[src/rtl/nco_pkg.sv]
// rtl/nco_pkg.sv - shared types and constants for the NCO sweep sequencer
//
// Contents:
//   NCO_DEF_STEP  : step word the NCO and the step mirror load on NCO reset
//   nco_word_t    : signed 16-bit frequency-rate / phase-offset word
//   sweep_state_t : sequencer state encoding
//   step_add      : 16-bit wrapping step update

package nco_pkg;

  // Single source for the NCO reset step (40 kHz). The NCO's own reset
  // value and the controller's step mirror both use it.
  localparam logic [15:0] NCO_DEF_STEP = 16'd13107;

  typedef logic signed [15:0] nco_word_t;

  typedef enum logic [2:0] {
    ST_IDLE    = 3'd0,
    ST_NCO_RST = 3'd1,
    ST_SETTLE  = 3'd2,
    ST_SWEEP   = 3'd3,
    ST_DWELL   = 3'd4,
    ST_DONE    = 3'd5
  } sweep_state_t;

  // The NCO accumulates its step modulo 2^16; the mirror must wrap the
  // same way, so the signed rate is added as a raw bit pattern.
  function automatic logic [15:0] step_add(input logic [15:0] step,
                                           input nco_word_t   rate);
    return step + $unsigned(rate);
  endfunction

endpackage

[src/rtl/nco_sweep_ctrl_if.sv]
// rtl/nco_sweep_ctrl_if.sv - host/config and NCO-side signals of the sweep sequencer
//
// Host side : start_i, abort_i, rate_i, nticks_i, dwell_i, ofst_i (to sequencer)
//             busy_o, done_o, step_o                         (from sequencer)
// NCO side  : tick_o, nco_rst_o, freq_o, ofst_o              (from sequencer)
// Modports  : master = host/bench, slave = nco_sweep_ctrl

interface nco_sweep_ctrl_if;

  logic                start_i;
  logic                abort_i;
  nco_pkg::nco_word_t  rate_i;
  logic [15:0]         nticks_i;
  logic [15:0]         dwell_i;
  nco_pkg::nco_word_t  ofst_i;

  logic                tick_o;
  logic                nco_rst_o;
  nco_pkg::nco_word_t  freq_o;
  nco_pkg::nco_word_t  ofst_o;
  logic [15:0]         step_o;
  logic                busy_o;
  logic                done_o;

  modport master (
    output start_i, abort_i, rate_i, nticks_i, dwell_i, ofst_i,
    input  tick_o, nco_rst_o, freq_o, ofst_o, step_o, busy_o, done_o
  );

  modport slave (
    input  start_i, abort_i, rate_i, nticks_i, dwell_i, ofst_i,
    output tick_o, nco_rst_o, freq_o, ofst_o, step_o, busy_o, done_o
  );

endinterface

[src/rtl/nco_sweep_ctrl_tick_divider.sv]
// rtl/nco_sweep_ctrl_tick_divider.sv - free-running sample-tick divider with synchronous clear
//
// Ports:
//   clk_i  : system clock
//   rst_i  : synchronous active-high reset (count -> 0)
//   clr_i  : synchronous clear; also masks tick_o in the same cycle
//   tick_o : one-cycle strobe when count == CLK_DIV-1

module tick_divider #(
  parameter int CLK_DIV = 250
) (
  input  logic clk_i,
  input  logic rst_i,
  input  logic clr_i,
  output logic tick_o
);

  localparam int            CW   = $clog2(CLK_DIV);
  localparam logic [CW-1:0] LAST = CW'(CLK_DIV - 1);

  logic [CW-1:0] cnt_q;

  always_ff @(posedge clk_i) begin
    if (rst_i || clr_i) begin
      cnt_q <= '0;
    end else if (cnt_q == LAST) begin
      cnt_q <= '0;
    end else begin
      cnt_q <= cnt_q + 1'b1;
    end
  end

  // Masking with clr_i keeps the NCO-reset cycle tick-free even when the
  // clear lands on a count that would otherwise have fired.
  assign tick_o = (cnt_q == LAST) && !clr_i;

endmodule

[src/rtl/nco_sweep_ctrl.sv]
// rtl/nco_sweep_ctrl.sv - NCO channel sequencer: sample strobe plus reset/settle/sweep/dwell chirp
//
// Ports:
//   clk_i : system clock
//   rst_i : synchronous active-high reset
//   bus   : nco_sweep_ctrl_if.slave
//             start_i/abort_i      run control (start sampled in IDLE only)
//             rate_i/ofst_i        per-tick step increment / one-shot phase offset
//             nticks_i/dwell_i     sweep and dwell lengths in ticks
//             tick_o/nco_rst_o     NCO sample strobe / NCO reset pulse
//             freq_o/ofst_o        NCO frequency-rate / phase-offset drive
//             step_o               mirror of the NCO step word
//             busy_o/done_o        not-IDLE flag / one-cycle completion pulse

module nco_sweep_ctrl
  import nco_pkg::*;
#(
  parameter int          CLK_DIV      = 250,
  parameter logic [15:0] DEF_STEP     = NCO_DEF_STEP,
  parameter int          SETTLE_TICKS = 16
) (
  input  logic           clk_i,
  input  logic           rst_i,
  nco_sweep_ctrl_if.slave bus
);

  localparam logic [15:0] SETTLE_LAST = 16'(SETTLE_TICKS - 1);

  sweep_state_t state_q, state_d;
  logic [15:0]  cnt_q, cnt_d;
  logic         load_cfg;

  // Configuration latched at start so host-side changes mid-run are inert.
  nco_word_t    rate_q;
  nco_word_t    ofst_q;
  logic [15:0]  nticks_q;
  logic [15:0]  dwell_q;

  logic         tick;
  logic         div_clr;
  nco_word_t    freq;
  nco_word_t    ofst;
  logic [15:0]  step_q;

  // Restarting the divider at NCO reset aligns the first settle tick to a
  // full CLK_DIV period after the NCO comes out of reset.
  assign div_clr = (state_q == ST_NCO_RST);

  tick_divider #(
    .CLK_DIV (CLK_DIV)
  ) u_tick_divider (
    .clk_i  (clk_i),
    .rst_i  (rst_i),
    .clr_i  (div_clr),
    .tick_o (tick)
  );

  always_ff @(posedge clk_i) begin
    if (rst_i) begin
      state_q  <= ST_IDLE;
      cnt_q    <= '0;
      rate_q   <= '0;
      ofst_q   <= '0;
      nticks_q <= '0;
      dwell_q  <= '0;
    end else begin
      state_q <= state_d;
      cnt_q   <= cnt_d;
      if (load_cfg) begin
        rate_q   <= bus.rate_i;
        ofst_q   <= bus.ofst_i;
        nticks_q <= bus.nticks_i;
        dwell_q  <= bus.dwell_i;
      end
    end
  end

  // cnt_q counts ticks within the current state and restarts at 0 on every
  // state change, so the sweep's first tick is the one with cnt_q == 0.
  always_comb begin
    state_d  = state_q;
    cnt_d    = cnt_q;
    load_cfg = 1'b0;

    case (state_q)
      ST_IDLE: begin
        cnt_d = '0;
        if (bus.start_i && !bus.abort_i) begin
          load_cfg = 1'b1;
          state_d  = ST_NCO_RST;
        end
      end

      ST_NCO_RST: begin
        cnt_d   = '0;
        state_d = ST_SETTLE;
      end

      ST_SETTLE: begin
        if (tick) begin
          if (cnt_q == SETTLE_LAST) begin
            cnt_d = '0;
            if (nticks_q != 16'd0) begin
              state_d = ST_SWEEP;
            end else if (dwell_q != 16'd0) begin
              state_d = ST_DWELL;
            end else begin
              state_d = ST_DONE;
            end
          end else begin
            cnt_d = cnt_q + 16'd1;
          end
        end
      end

      ST_SWEEP: begin
        if (tick) begin
          if (cnt_q == nticks_q - 16'd1) begin
            cnt_d   = '0;
            state_d = (dwell_q != 16'd0) ? ST_DWELL : ST_DONE;
          end else begin
            cnt_d = cnt_q + 16'd1;
          end
        end
      end

      ST_DWELL: begin
        if (tick) begin
          if (cnt_q == dwell_q - 16'd1) begin
            cnt_d   = '0;
            state_d = ST_DONE;
          end else begin
            cnt_d = cnt_q + 16'd1;
          end
        end
      end

      ST_DONE: begin
        cnt_d   = '0;
        state_d = ST_IDLE;
      end

      default: begin
        cnt_d   = '0;
        state_d = ST_IDLE;
      end
    endcase

    if (bus.abort_i && (state_q != ST_IDLE)) begin
      cnt_d   = '0;
      state_d = ST_IDLE;
    end
  end

  // Decoded from registered state only, so both are settled before any tick.
  assign freq = (state_q == ST_SWEEP) ? rate_q : '0;
  assign ofst = ((state_q == ST_SWEEP) && (cnt_q == 16'd0)) ? ofst_q : '0;

  always_ff @(posedge clk_i) begin
    if (rst_i) begin
      step_q <= DEF_STEP;
    end else if (div_clr) begin
      step_q <= DEF_STEP;
    end else if (tick) begin
      step_q <= step_add(step_q, freq);
    end
  end

  assign bus.tick_o    = tick;
  assign bus.nco_rst_o = div_clr;
  assign bus.freq_o    = freq;
  assign bus.ofst_o    = ofst;
  assign bus.step_o    = step_q;
  assign bus.busy_o    = (state_q != ST_IDLE);
  assign bus.done_o    = (state_q == ST_DONE);

endmodule

[src/flat_wrapper.sv]
// flat-port wrapper written by rule: the top's interface ports become plain ports
module nco_sweep_ctrl_flat import nco_pkg::*;
#(
  parameter int          CLK_DIV      = 250,
  parameter logic [15:0] DEF_STEP     = NCO_DEF_STEP,
  parameter int          SETTLE_TICKS = 16
)
  (clk_i, rst_i, bus_start_i, bus_abort_i, bus_rate_i, bus_nticks_i, bus_dwell_i, bus_ofst_i, bus_tick_o, bus_nco_rst_o, bus_freq_o, bus_ofst_o, bus_step_o, bus_busy_o, bus_done_o);
  nco_sweep_ctrl_if bus_i ();
  input  logic clk_i;
  input  logic rst_i;
  input wire logic [$bits(bus_i.start_i)-1:0] bus_start_i;
  input wire logic [$bits(bus_i.abort_i)-1:0] bus_abort_i;
  input wire logic [$bits(bus_i.rate_i)-1:0] bus_rate_i;
  input wire logic [$bits(bus_i.nticks_i)-1:0] bus_nticks_i;
  input wire logic [$bits(bus_i.dwell_i)-1:0] bus_dwell_i;
  input wire logic [$bits(bus_i.ofst_i)-1:0] bus_ofst_i;
  output wire logic [$bits(bus_i.tick_o)-1:0] bus_tick_o;
  output wire logic [$bits(bus_i.nco_rst_o)-1:0] bus_nco_rst_o;
  output wire logic [$bits(bus_i.freq_o)-1:0] bus_freq_o;
  output wire logic [$bits(bus_i.ofst_o)-1:0] bus_ofst_o;
  output wire logic [$bits(bus_i.step_o)-1:0] bus_step_o;
  output wire logic [$bits(bus_i.busy_o)-1:0] bus_busy_o;
  output wire logic [$bits(bus_i.done_o)-1:0] bus_done_o;
  assign bus_i.start_i = bus_start_i;
  assign bus_i.abort_i = bus_abort_i;
  assign bus_i.rate_i = bus_rate_i;
  assign bus_i.nticks_i = bus_nticks_i;
  assign bus_i.dwell_i = bus_dwell_i;
  assign bus_i.ofst_i = bus_ofst_i;
  assign bus_tick_o = bus_i.tick_o;
  assign bus_nco_rst_o = bus_i.nco_rst_o;
  assign bus_freq_o = bus_i.freq_o;
  assign bus_ofst_o = bus_i.ofst_o;
  assign bus_step_o = bus_i.step_o;
  assign bus_busy_o = bus_i.busy_o;
  assign bus_done_o = bus_i.done_o;
  nco_sweep_ctrl #(.CLK_DIV(CLK_DIV), .DEF_STEP(DEF_STEP), .SETTLE_TICKS(SETTLE_TICKS)) u_core (.clk_i(clk_i), .rst_i(rst_i), .bus(bus_i));
endmodule
[config.mk]
export PLATFORM = sky130hd
export DESIGN_NAME = nco_sweep_ctrl_flat
export DESIGN_NICKNAME = d
export VERILOG_FILES = /design/src/rtl/nco_pkg.sv /design/src/rtl/nco_sweep_ctrl_if.sv /design/src/rtl/nco_sweep_ctrl_tick_divider.sv /design/src/rtl/nco_sweep_ctrl.sv /design/src/flat_wrapper.sv
export SDC_FILE = /design/constraint.sdc
export NUM_CORES = 1
export LEC_CHECK = 0
export ABC_AREA = 1
export CORE_ASPECT_RATIO = 1.4
export CORE_MARGIN = 4
export CORE_UTILIZATION = 48
export CTS_CLUSTER_DIAMETER = 100
export DETAILED_ROUTE_END_ITERATION = 6
export PLACE_DENSITY = 0.79
export REMOVE_ABC_BUFFERS = 1
export SLEW_MARGIN = 20
export SYNTH_ARGS = -nofsm -noshare
export SYNTH_HDL_FRONTEND = slang
export SYNTH_SLANG_ARGS = --single-unit
[constraint.sdc]
create_clock -name clk_i -period 3.35 [get_ports clk_i]
set_clock_uncertainty 0.05 [all_clocks]
set_input_delay 0.67 -clock clk_i [delete_from_list [all_inputs] [get_ports clk_i]]
set_output_delay 0.67 -clock clk_i [all_outputs]
set_load 0.02 [all_outputs]
# Word level (Yosys, flattened, before mapping)
# Index checks and enable logic that the tools add are counted.
[op_classes] n_eq_ne=16 reduce_logical=17 mux=21 addsub=5
[ops] op="2-to-1 mux 16 bit" count=8
[ops] op="one-hot mux 16 bit (3 select lines)" count=1
[ops] op="equality test 16 bit" count=2
[ops] op="nonzero test 16 bit" count=2
[ops] op="subtractor 16 x 1 -> 16 bit, second input constant" count=2
[ops] op="2-to-1 mux 3 bit" count=8
[ops] op="adder 16 x 1 -> 16 bit, second input constant" count=1
[ops] op="adder 16 bit" count=1
[ops] op="equality test 16 x 4 -> 1 bit, second input constant" count=1
[ops] op="zero test 16 bit" count=1
[ops] op="one-hot mux 3 bit (5 select lines)" count=1
[ops] op="adder 8 x 1 -> 8 bit, second input constant" count=1
[ops] op="equality test 8 bit, second input constant" count=1
[ops] op="!= test 2 x 1 -> 1 bit, second input constant" count=4
[ops] op="AND reduction 7 bit" count=1
[ops] op="equality test 3 x 2 -> 1 bit, second input constant" count=2
[ops] op="equality test 3 bit, second input constant" count=2
[ops] op="!= test 2 bit, second input constant" count=3
[ops] op="OR reduction 2 bit" count=3
[ops] op="logical AND 1 bit" count=4
[ops] op="equality test 3 x 1 -> 1 bit, second input constant" count=1
[ops] op="zero test 3 bit" count=1
[ops] op="2-to-1 mux 1 bit" count=3
[ops] op="AND reduction 3 bit" count=1
[ops] op="3 further kinds" count=4
[word_totals] out_inout_bits=52 regBits=107 inputBits=68

# Depth between registers and ports, before layout
[depth] depth_word=6 mapped_depth=22 ltp_nobuf=21

# Modules after synthesis
# From an unflattened synthesis, not the netlist that was laid out.
[unflattened] hier_cells=965 hier_area_um2=6451.2
[modules_own_cells] mod="nco_sweep_ctrl" area_per_inst_um2=6052.1 seq_area_each_um2=1981.9 instances=1 cells_per_inst=912
[modules_own_cells] mod="tick_divider" area_per_inst_um2=399.1 seq_area_each_um2=160.2 instances=1 cells_per_inst=53

# Worst setup path after synthesis
# OpenSTA, ideal clock, no wires.
[synth_timing] kind="register to register" start="register u_core.state_q[1]" end="register u_core.step_q[12], in the netlist u_core.bus.step_o[12]" t_arrival_ns=3.370 path_stages_with_launch=23 setup_time_ns=0.115 slack_ns=-0.185 cell_sequence="dfxtp_1 inv_1 nor2_1 inv_1 nor2_1 inv_1 clkbuf_1 nor2_1 ha_1 inv_1 fa_1 inv_1 a21oi_1 o21ai_1 inv_1 o21ai_1 inv_1 o21ai_0 a21boi_1 o21ai_0 nand2_1 nand3_1 nand2_1"
[synth_between] elab_chain_len=3 elab_cells_between_ends=7 classes_between="add/sub: 1; eq/ne: 2; mux: 1; reduce/logical: 3"
[synth_lines] element="start: declaration" line_no="nco_sweep_ctrl.sv:29" text="sweep_state_t state_q, state_d;"
[synth_lines] element="start signal: assignment" line_no="nco_sweep_ctrl.sv:67" text="state_q <= state_d;"
[synth_lines] element="equality test 3 x 2 -> 1 bit" line_no="nco_sweep_ctrl.sv:156" text="assign freq = (state_q == ST_SWEEP) ? rate_q : '0;"
[synth_lines] element="2-to-1 mux 16 bit" line_no="nco_sweep_ctrl.sv:156"
[synth_lines] element="via bus_freq_o[0]" line_no="flat_wrapper.sv:20" text="output wire logic [$bits(bus_i.freq_o)-1:0] bus_freq_o;"
[synth_lines] element="adder 16 bit" line_no="nco_pkg.sv:30" text="return step + $unsigned(rate);"
[synth_lines] element="end signal: assignment" line_no="nco_sweep_ctrl.sv:165" text="step_q <= step_add(step_q, freq);"
[synth_lines] element="end: declaration" line_no="nco_sweep_ctrl.sv:43" text="logic [15:0] step_q;"
# The timed path passes the listed nets, and every way through them passes these cells.
# A chain may end at the register's enable or synchronous reset.

# Worst setup path in the final report
[layout_timing] start="register u_core.state_q[1]" end="output port bus_ofst_o[6]"
[layout_between] elab_chain_len=3
[layout_lines] element="equality test 3 x 2 -> 1 bit" line_no="nco_sweep_ctrl.sv:157" text="assign ofst = ((state_q == ST_SWEEP) && (cnt_q == 16'd0)) ? ofst_q : '0;"
[layout_lines] element="logical AND 1 bit" line_no="nco_sweep_ctrl.sv:157"
[layout_lines] element="2-to-1 mux 16 bit" line_no="nco_sweep_ctrl.sv:157"
[layout_lines] element="end: declaration" line_no="flat_wrapper.sv:21" text="output wire logic [$bits(bus_i.ofst_o)-1:0] bus_ofst_o;"
# No other way between the ends.

==> out/metrics.csv <==
metric,value,unit
status,"finished, final reports clean",
max-cap check violation count,0,
initial antenna violation count,0,
Tot GR Track Use,22.97,%
Clock Path Buffers,2,
"area leader, netlist",dfxtp_1,
Synth Register Bits,107,
Post-Synth Adder-Cell Area,4.421,%
syn_area_per_cell,6.608,um^2
Reg power frac,36.1,%
Remaining DRCs,0,
worst-path maximum fanout,16,
Initial Util,49.44,%
Net Sw Frac,38.85,%
clock slew at reported path FFs,60,ps
DIE HEIGHT,144.6,um
sequential share of the synthesized area,33.49,%
Skew-Pair Late Insertion Delay,340,ps
top-level I/O count,120,
final hold vios,0,
CTS tree,done,
Post-synth EDFFs,0,
htree depth,3,
grt total ovfl,0,
Cells after Synth,968,
Crit Path Category,flop to output pin,
pin count of the biggest net entering global routing,82,
antenna cells,0,
Post-Place Cells,1243,
period utilization,94.40,%
Final nets,1166,
Pre-antenna DRT Iters,4,
Pwr Density,543.0,mW/mm^2
vias in the first global route,6085,
post-DP HPWL,13.11,mm
Final ANT Viol Nets,0,
worst hold path class,flop to flop,
hold_buf cts,0,
relative slew slack,50.27,%
simple-gate portion of the synthesized area,28.83,%
combinational share of power,40.1,%
postcts setup bufs,0,
CORE AREA,0.01294,mm^2
most common cell in the netlist,nand2_1,
Worst Path Required,2630,ps
first-pass GRT wire length,28.52,mm
die width,105.6,um
synth top area cells,"dfxtp_1, nand2_1, nor2_1",
post-synthesis compound-gate area fraction,16.28,%
async set or reset register ratio after synthesis,0,%
Pint,2683,uW
Mapped Area,0.006396,mm^2
clock root buffer,clkbuf_16,
die area,0.01526,mm^2
"non-filler cells, final",1258,
final setup TNS,0,ps
layout cells sized above 1,5.185,%
Yosys warning total,0,
P&R area growth vs syn,26.31,%
Worst-Margin Slew,745.9,ps
CTS sink count,107,
final setup fails,0,
dpl ws,148.8,ps
setup ws final,187.7,ps
routability congestion estimate,0.9128,
crit path capture type,output pin,
Num CTS Buffers,9,
distinct cell type count after synthesis,42,
largest family of logic cells by synthesized area,simple AND/OR/NAND/NOR gates,
peak supply drop,0.3750,mV
post-DR vias/cell,5.118,
via count,6438,
WP data arrival,2440,ps
XOR/XNOR share of the synthesized area,7.140,%
Cell Rows,49,
RSZ-0062 raised after global routing,true,
post-synthesis mux area share,0,%
# port buffers,119,
Psw,1704,uW
dominant synthesized flop cell,dfxtp_1,
"top cells by count, synth","nand2_1, nor2_1, inv_1",
Tmin final,3162,ps
Worst Setup Start Kind,flop,
Post-Route WL,17.34,mm
Lkg Pwr,0.003500,uW
Clock power frac,23.9,%
WL/cell,13.79,um
Yosys top cell area share,33.49,%
initial drt markers,231,
max frequency,316.2,MHz
final count of pins violating max slew,0,
-- what timing repair did --
item,CTS,global route
hold endpoints to repair,0,0
gates resized for setup,0,11
setup endpoints to repair,0,20
-- per-stage QoR --
stage	power (uW)	util (%)	area (um^2)	hold WS, ps
2_1_floorplan	2896	-	6247	382.1
3_3_place_gp	3326	60.03	7766	390.5
3_5_place_dp	3363	60.03	7766	397.9
4_1_cts	4412	62.24	8051	407.3
5_1_grt	4742	62.45	8079	427.5
6_report	4387	62.45	8079	405.1
-- layout by cell type (no fill, tap or decap), types with 3 or more instances in the layout --
cell             instances
ha_1                    21
inv_1                  124
dlymetal6s2s_1           6
nand2_2                  6
nor4_1                   4
clkdlybuf4s50_1        113
nor2_2                  10
clkinvlp_4               3
nand3_1                 65
clkbuf_16                9
xor2_1                  29
buf_4                   13
o21ai_1                  7
dfxtp_1                107
a21oi_1                 96
xnor2_1                 18
nand2_1                155
inv_2                    3
o21ai_0                 87
nor2_1                 149
nor3_1                  12
nand4_1                 10
nor2_4                   5
-- power groups by stage --
stage                     Combinational (uW)  Clock, uW  Sequential [uW]
after floorplan                         1320          0             1570
after global placement                  1720          0             1600
after detailed placement                1760          0             1610
after CTS                               1760       1070             1580
after global routing                    2020       1120             1600
final                                   1760       1050             1580
-- registers in the layout, summed over array words and instances, names as in the netlist --
register,count
u_core.ofst_q,16
u_core.nticks_q,16
u_core.rate_q,16
u_core.cnt_q,16
u_core.u_tick_divider.cnt_q,8
u_core.dwell_q,16
u_core.bus.step_o,16
u_core.state_q,3
-- routing by layer --
metal / global-route usage (%) / part of all wire [%]
met5: 0 / 0
met3: 4.511 / 5.4
met2: 42.64 / 52
met4: 9.959 / 3.6
met1: 25.44 / 39
-- final timing paths --
path	slack, ps	cells after the start	endpoint	from
max reg2reg	310	21	u_core.bus.step_o[12]	u_core.state_q[1]
min	410	2	u_core.rate_q[13]	u_core.rate_q[13]
max	190	11	bus_ofst_o[6]	u_core.state_q[1]
min reg2reg	410	2	u_core.rate_q[13]	u_core.rate_q[13]
-- critical path: stages, from the launching register on --
cell and delay (ps):
dfxtp_1 320, inv_1 70, nor2_2 140, inv_1 70
nor2_1 120, inv_1 70, buf_4 190, nor2_1 100
nand3_1 80, buf_4 220, nor2_1 110, clkdlybuf4s50_1 610
-- kinds of logic after synthesis --
family	Yosys count
xor gates and xnor gates	49
DFF	107
and+or+nand+nor	425
adders and majority gates	22
buffers and inverters	163
AOI/OAI and AO/OA	202
-- layout make-up --
cell class,instances,area (um^2)
sequential,107,2142
multi-input combinational,698,3645
clock inverter,4,52.55
clock buffer,11,232.7
tap,178,222.7
timing repair buffer,132,1304
inverter,128,480.5
fill,1178,4857
(Power assumes the default switching activity.)
